[src/rtl/i2s_pkg.sv]
// Shared encodings for the I2S sample buffer: FSM state values and default sample width.
package i2s_pkg;

    typedef enum logic {
        PRIME = 1'b0,
        RUN   = 1'b1
    } i2s_state_e;

    localparam int DEFAULT_WORD_SIZE = 24;

endpackage

[src/rtl/stereo_fifo.sv]
// Dual-pointer RAM holding {left, right} stereo pairs; read data is the entry at the read pointer.
module stereo_fifo #(
    parameter int WORD_SIZE = 24,
    parameter int DEPTH     = 8
) (
    input  logic                   clk,
    input  logic                   nReset,
    input  logic                   wr_en,
    input  logic [2*WORD_SIZE-1:0] wr_data,
    input  logic                   rd_en,
    output logic [2*WORD_SIZE-1:0] rd_data
);

    localparam int AW = $clog2(DEPTH);

    logic [2*WORD_SIZE-1:0] mem [DEPTH];
    logic [AW-1:0]          wr_ptr;
    logic [AW-1:0]          rd_ptr;

    // Storage is deliberately left out of reset; only the pointers are cleared.
    always_ff @(posedge clk) begin
        if (wr_en) begin
            mem[wr_ptr] <= wr_data;
        end
    end

    // DEPTH is a power of two, so the pointers wrap naturally.
    always_ff @(posedge clk or negedge nReset) begin
        if (!nReset) begin
            wr_ptr <= '0;
            rd_ptr <= '0;
        end else begin
            if (wr_en) wr_ptr <= wr_ptr + 1'b1;
            if (rd_en) rd_ptr <= rd_ptr + 1'b1;
        end
    end

    assign rd_data = mem[rd_ptr];

endmodule

[src/rtl/i2s_sample_buffer.sv]
// Stereo sample buffer between a synth core and an I2S transmitter, popping one pair per frame edge.
// Optional macro I2S_BUF_UNDERRUN_MUTE_EN: outputs go to 0 on underrun instead of repeating the last pair.
module i2s_sample_buffer
    import i2s_pkg::*;
#(
    parameter int WORD_SIZE = DEFAULT_WORD_SIZE,
    parameter int DEPTH     = 8
) (
    input  logic                         clk,
    input  logic                         nReset,
    input  logic [WORD_SIZE-1:0]         in_left,
    input  logic [WORD_SIZE-1:0]         in_right,
    input  logic                         in_valid,
    output logic                         in_ready,
    input  logic                         lrclk,
    output logic [WORD_SIZE-1:0]         left_data,
    output logic [WORD_SIZE-1:0]         right_data,
    output logic [$clog2(DEPTH):0]       level,
    output logic                         underrun,
    input  logic                         clear_underrun,
    output i2s_state_e                   dbg_state
);

    // Input handshake: a pair is taken on a rising clk edge when in_valid && in_ready;
    // in_ready depends only on the registered level, never on a same-cycle pop.

    localparam int LW = $clog2(DEPTH) + 1;
    localparam logic [LW-1:0] FULL = LW'(DEPTH);
    localparam logic [LW-1:0] HALF = LW'(DEPTH / 2);

    i2s_state_e             state;
    logic                   lrclk_q;
    logic                   frame_edge;
    logic                   push;
    logic                   pop;
    logic                   underrun_ev;
    logic [2*WORD_SIZE-1:0] rd_pair;

    assign in_ready    = (level != FULL);
    assign frame_edge  = lrclk & ~lrclk_q;
    assign push        = in_valid & in_ready;
    // Priming pops the first pair on the same edge that starts RUN.
    assign pop         = frame_edge & ((state == RUN) ? (level != '0) : (level >= HALF));
    assign underrun_ev = frame_edge & (state == RUN) & (level == '0);
    assign dbg_state   = state;

    stereo_fifo #(
        .WORD_SIZE (WORD_SIZE),
        .DEPTH     (DEPTH)
    ) u_fifo (
        .clk     (clk),
        .nReset  (nReset),
        .wr_en   (push),
        .wr_data ({in_left, in_right}),
        .rd_en   (pop),
        .rd_data (rd_pair)
    );

    always_ff @(posedge clk or negedge nReset) begin
        if (!nReset) begin
            level <= '0;
        end else if (push && !pop) begin
            level <= level + 1'b1;
        end else if (pop && !push) begin
            level <= level - 1'b1;
        end
    end

    always_ff @(posedge clk or negedge nReset) begin
        if (!nReset) begin
            state      <= PRIME;
            lrclk_q    <= 1'b0;
            left_data  <= '0;
            right_data <= '0;
            underrun   <= 1'b0;
        end else begin
            lrclk_q <= lrclk;
            // A fresh underrun outranks a clear request in the same cycle.
            if (underrun_ev) begin
                underrun <= 1'b1;
            end else if (clear_underrun) begin
                underrun <= 1'b0;
            end
            case (state)
                PRIME: begin
                    if (pop) begin
                        state      <= RUN;
                        left_data  <= rd_pair[2*WORD_SIZE-1 -: WORD_SIZE];
                        right_data <= rd_pair[WORD_SIZE-1:0];
                    end
                end
                RUN: begin
                    if (pop) begin
                        left_data  <= rd_pair[2*WORD_SIZE-1 -: WORD_SIZE];
                        right_data <= rd_pair[WORD_SIZE-1:0];
                    end else if (underrun_ev) begin
                        state <= PRIME;
`ifdef I2S_BUF_UNDERRUN_MUTE_EN
                        left_data  <= '0;
                        right_data <= '0;
`endif
                    end
                end
                default: state <= PRIME;
            endcase
        end
    end

endmodule

[config.mk]
export PLATFORM = sky130hd
export DESIGN_NAME = i2s_sample_buffer
export DESIGN_NICKNAME = d
export VERILOG_FILES = /design/src/rtl/i2s_pkg.sv /design/src/rtl/stereo_fifo.sv /design/src/rtl/i2s_sample_buffer.sv
export SDC_FILE = /design/constraint.sdc
export NUM_CORES = 1
export LEC_CHECK = 0
export BUFFER_PORTS_ARGS = -buffer_cell sky130_fd_sc_hd__buf_2
export CORE_MARGIN = 10
export CORE_UTILIZATION = 30
export DETAILED_ROUTE_END_ITERATION = 6
export SLEW_MARGIN = 15
export SYNTH_ARGS = -nofsm -noshare
export SYNTH_HDL_FRONTEND = slang
export SYNTH_SLANG_ARGS = --single-unit
[constraint.sdc]
create_clock -name clk -period 8.3 [get_ports clk]
set_input_delay 0.415 -clock clk [delete_from_list [all_inputs] [get_ports clk]]
set_output_delay 0.415 -clock clk [all_outputs]
set_load 0.02 [all_outputs]
---- Word level (Yosys, flattened, before mapping) ----
Memory sizes are Yosys's and may differ from the RTL's. A register that Yosys moved wholly into a read port is not among the register bits.
Index checks and enable logic that the tools add are counted.
word-level totals
  flip-flop bits (word level) ............. 13
  RAM bits ................................ 384
  bits of input ports ..................... 53
  output and inout bits ................... 55
  logic and storage cells ................. 40
  memories ................................ 1
memories
  name        words  bits a word  read ports  clocked after memory_dff  wr ports  line               text
  u_fifo.mem  8      48           1           1                         1         stereo_fifo.sv:16  logic [2*WORD_SIZE-1:0] mem [DEPTH];
cells by class
  add/subtract/negate cells ............... 4
  $lt $le $gt $ge ......................... 1
  eq/ne operators ......................... 1
  multiplexer cells ....................... 11
  bitwise logic cells ..................... 7
  reduce and logical (&&, ||, !) cells .... 9
operator list
  cell                   count
  $mux W1                8
  $mux W4                2
  $add A3 B1 Y3 const B  2
  $and A1 B1 Y1          5
  $add A4 B1 Y4 const B  1
  $ge A4 B3 Y1 const B   1
  $logic_not A4 Y1       1
  $ne A4 B4 Y1 const B   1
  $reduce_bool A2 Y1     2
  $reduce_bool A4 Y1     1
  $sub A4 B1 Y4 const B  1
  $logic_not A1 Y1       3
  $logic_and A1 B1 Y1    2
  $not A1 Y1             2
  $pmux W1 S2            1

---- Logic depth before layout (Yosys ltp) ----
  depth in word-level cells ............... 7
  mapped depth ............................ 12
  depth with buffers taken out ............ 10

---- By module ----
From an unflattened synthesis, not the netlist that was laid out.
second synthesis, totals
  cell total of the unflattened synthesis .. 728
  area, all modules ....................... 17056.4 µm²
modules (own cells, without submodules)
  module             instances  cells an instance  area an instance (µm²)  sequential area each (µm²)
  stereo_fifo        1          584                14813.0                 11681.2
  i2s_sample_buffer  1          144                2243.4                  1376.3

---- Worst setup path before layout ----
Ideal clock, no wire load.
  kind .................................... register -> register
  start point ............................. register level[0]
  end point ............................... memory u_fifo.mem[0][0] (netlist name), enable pin
  setup time .............................. 0.572 ns
  arrival ................................. 5.583 ns
  required time ........................... 7.728 ns
  path slack .............................. 2.144 ns
  cell stages (with the launch flop) ...... 4
  buffers on the path ..................... 0
  period minus slack after synthesis ...... 6.156 ns
  cells stage by stage .................... dfrtp_1 or4b_1 nand2_2 nor4_1
between the ends
  longest elaborated chain between the ends .. 4
ends and longest elaborated chain
  item                           line                     text
  start, declared                i2s_sample_buffer.sv:18  output logic [$clog2(DEPTH):0] level,
  start signal, assigned         i2s_sample_buffer.sv:63  level <= level + 1'b1;
  start signal, assigned         i2s_sample_buffer.sv:65  level <= level - 1'b1;
  $ne A4 B4 Y1                   i2s_sample_buffer.sv:39  assign in_ready = (level != FULL);
  net in_ready                   i2s_sample_buffer.sv:14  output logic in_ready,
  $and A1 B1 Y1                  i2s_sample_buffer.sv:41  assign push = in_valid & in_ready;
  $mux W1                        stereo_fifo.sv:22        if (wr_en) begin
  $mux W1 (implied by the code)  stereo_fifo.sv:23        mem[wr_ptr] <= wr_data;
  end, declared                  stereo_fifo.sv:16
The timed path passes the listed nets, and every way through them passes these cells.

---- Worst setup path in the final report ----
  start point ............................. register level[0]
  end point ............................... register level[3]
between the ends
  elaborated cells between the ends (all ways) .. 15
  those cells by class .................... add/sub: 2; order compare: 1; eq/ne: 1; mux: 3; bitwise: 2; reduce/logical: 6
RTL lines
  item                          line                     text
  $ne A4 B4 Y1 *                i2s_sample_buffer.sv:39
  $and A1 B1 Y1 *               i2s_sample_buffer.sv:41
  net push                      i2s_sample_buffer.sv:34  logic push;
  $logic_not A1 Y1              i2s_sample_buffer.sv:64  end else if (pop && !push) begin
  $logic_and A1 B1 Y1           i2s_sample_buffer.sv:64
  $reduce_bool A2 Y1 (no line)  --
Mark *: on every way through the listed nets, which the timed path passes. The rest lies on a longest branch. The select of a mux whose other input is x is not followed.
A chain may end at the register's enable or synchronous reset.

==> run metrics <==
Worst Setup End Kind=flip-flop; hold path endpoint=u_fifo.mem[0][45]$_DFFE_PP_; total CTS buffers=47; layout cell share with drive strength beyond 1=31.7%; DRT Pass-1 Iters=4; top-area cell type share of the netlist area=68.8%; Worst Path Arrival=3.34 ns; vias=7737; hold path depth=1; unrepaired setup endpoints after global routing=false; Tmin final=2.87 ns; Syn. warnings=0; fin area=19800 µm²; register area=13100 µm²; dpl hpwl=19.4 mm; top post-synthesis cells by area=edfxtp_1 (69%), mux4_2 (13%), dfrtp_1 (9.1%); clk slew on worst S/H paths=0.06 ns; reg2reg setup slack=5.43 ns; Multi-input gate area=3500 µm²; P per Cell Area=357 nW/µm²; status=finished clean; cts hold-fix bufs=3; CTS resizes=0; P_leak=0.00663 µW; I/O Buffers=107; pin count of the biggest net entering global routing=80; Overall Global Routing Usage=11.0%; Synth area leader=edfxtp_1; Max Cap Viol=0; HP Class=in -> reg; detailed-route wire length per cell=21.2 µm; Worst-Margin Slew=0.981 ns; FP Rows=86; Cell Area, Placed=18200 µm²; Root Driver=clkbuf_16; Pins Over Slew Limit=0; Syn Nets=842; Internal Power=4920 µW; total die area=65700 µm²; TritonCTS clock tree=yes; starting density of the core=30.4%; clk_lat worst skew=0.60 ns; clock group share of total power=30.0%; Reg-to-Reg Start=level[0]$_DFFE_PN0P_; Flop pwr share=44.5%; synthesized flop and latch total=445; Gate power share=25.5%; number of setup buffers added after CTS=0; Max Root-Sink Buffers=3; GP Congestion=0.666; CP required=8.76 ns; number of synthesized flops with an enable pin=384; Syn Area/Cell=21.4 µm²; Sw Pwr=2150 µW; FILL cells=5106; crit share post-route=34.6%; final hold violations=0; Main synth FF type=edfxtp_1; H-tree levels=2; clock skew=0.0236 ns; VDD IR-drop max=168 µV; Final Net Count=980; DRT Wirelength=36.3 mm; vias per inst=4.52; Fin Setup TNS=0 ns; die height=256 µm; first-pass GRT wire length=54.5 mm; Critical Path Fanout Max=7; fmax=348 MHz; DRC viols=0; Synth cell types=35; pre-CTS setup slack=5.45 ns; CP Launch Type=flip-flop; Finished Core Util=35.9%; setup ws final=5.43 ns; kind of critical path=reg -> reg; ys async rst share=13.7%; most common cell after layout, fill and taps aside=edfxtp_1; switching share of power=30.4%; core region area=55200 µm²; DRC marker count from the first detailed-route iteration=459; Slew Limit Headroom=34.6%; GRT overflow=0; R2R depth=9; Top Ports=108; vias in the first global route=8350; clock sinks=445; Mapped Area=16800 µm²; Die Wd=256 µm; P&R area growth vs syn=18.2%; most frequent cells in the layout=edfxtp_1 (384), buf_2 (106), mux4_2 (94); sequential share of the synthesized area=77.9%; initial antenna violation count=6; Syn Inst Count=783; Final setup violation count=0; Hold Crit Start=in_left[21]; post-route ant nets=0; Critical path origin=level[0]$_DFFE_PN0P_; FF-to-FF End=level[3]$_DFFE_PN0P_
## worst max-delay path, cell delays in order, from the launching register on
cell       delay (ns)
dfrtp_1          0.48
or4b_1           0.58
nand2_2          0.21
inv_2            0.08
ha_1             0.24
inv_1            0.16
ha_1             0.26
a21o_1           0.21
a2111oi_0        0.41
o31ai_1          0.13
## logic make-up after synthesis
kind of cell | after synthesis | synth area share, %
adder cells (fa/ha/maj) | 6 | 0.493
AO/OA/AOI/OAI | 58 | 1.81
buffers and inverters | 44 | 1.58
AND/OR/NAND/NOR | 77 | 1.90
flip-flops | 445 | 77.9
multiplexers | 147 | 16.0
XOR/XNOR | 6 | 0.314
## cell usage after synthesis (2+ instances only)
cell type and count:
inv_2 2, mux4_1 2, ha_1 5, a21oi_1 49
nor3_1 8, buf_2 15, mux4_2 94, nor2_1 52
edfxtp_1 384, buf_12 4, mux2_2 2, inv_1 3
clkbuf_1 16, xnor2_1 5, nand2b_1 3, dfrtp_1 61
o21ai_0 3, nand2_1 10, mux2i_1 49
## stage by stage
| stage | total power [µW] | hold slack (ns) | instances |
|---|---|---|---|
| 3_3_place_gp | 5040 | 0.461 | 1617 |
| 6_report | 7070 | 0.0776 | 1710 |
| 5_1_grt | 7460 | 0.0594 | 1707 |
| 3_5_place_dp | 5080 | 0.463 | 1617 |
| 4_1_cts | 7230 | 0.0385 | 1707 |
| 2_1_floorplan | 4490 | 0.119 | 783 |
## sequential cells by signal, indices dropped and copies added (netlist names)
| register | count |
|---|---|
| dbg_state | 1 |
| left_data | 24 |
| level | 4 |
| lrclk_q | 1 |
| right_data | 24 |
| u_fifo.mem | 384 |
| u_fifo.rd_ptr | 3 |
| u_fifo.wr_ptr | 3 |
| underrun | 1 |
## power groups by stage
stage                     Combinational (µW)  Clock (µW)  Sequential [µW]
final                                   1810        2120             3150
after global placement                  1850           0             3190
after floorplan                         1290           0             3210
after detailed placement                1870           0             3210
after CTS                               1880        2190             3160
after global routing                    1990        2270             3200
## worst max-delay path by stage
stage          depth (start not counted)                    endpoint  slack [ns]
6_report                               9        level[3]$_DFFE_PN0P_        5.43
3_3_place_gp                           9        level[3]$_DFFE_PN0P_        5.47
3_5_place_dp                           9        level[3]$_DFFE_PN0P_        5.45
5_1_grt                                9        level[3]$_DFFE_PN0P_        5.27
2_1_floorplan                          3  u_fifo.mem[0][0]$_DFFE_PP_        2.14
4_1_cts                                9        level[3]$_DFFE_PN0P_        5.43
## layout make-up
| type | instances | area share [%] |
|---|---|---|
| flip-flops and latches | 445 | 66.0 |
| multi-input cells | 294 | 17.7 |
| clock buffers | 62 | 6.32 |
| well taps | 748 | 4.72 |
| repair buffers | 128 | 3.55 |
| clock inverters | 25 | 1.65 |
| inverters | 5 | 0.0947 |
| diodes | 3 | 0.0379 |
## per-layer routing
layer / vias up / global-route usage (%) / routed length [µm]
li1: 3468 / - / -
met1: 4067 / 13.6 / 15500
met2: 138 / 18.3 / 18000
met3: 54 / 3.11 / 2050
met4: 10 / 3.63 / 725
met5: - / 0 / 60
(Power assumes the default switching activity.)
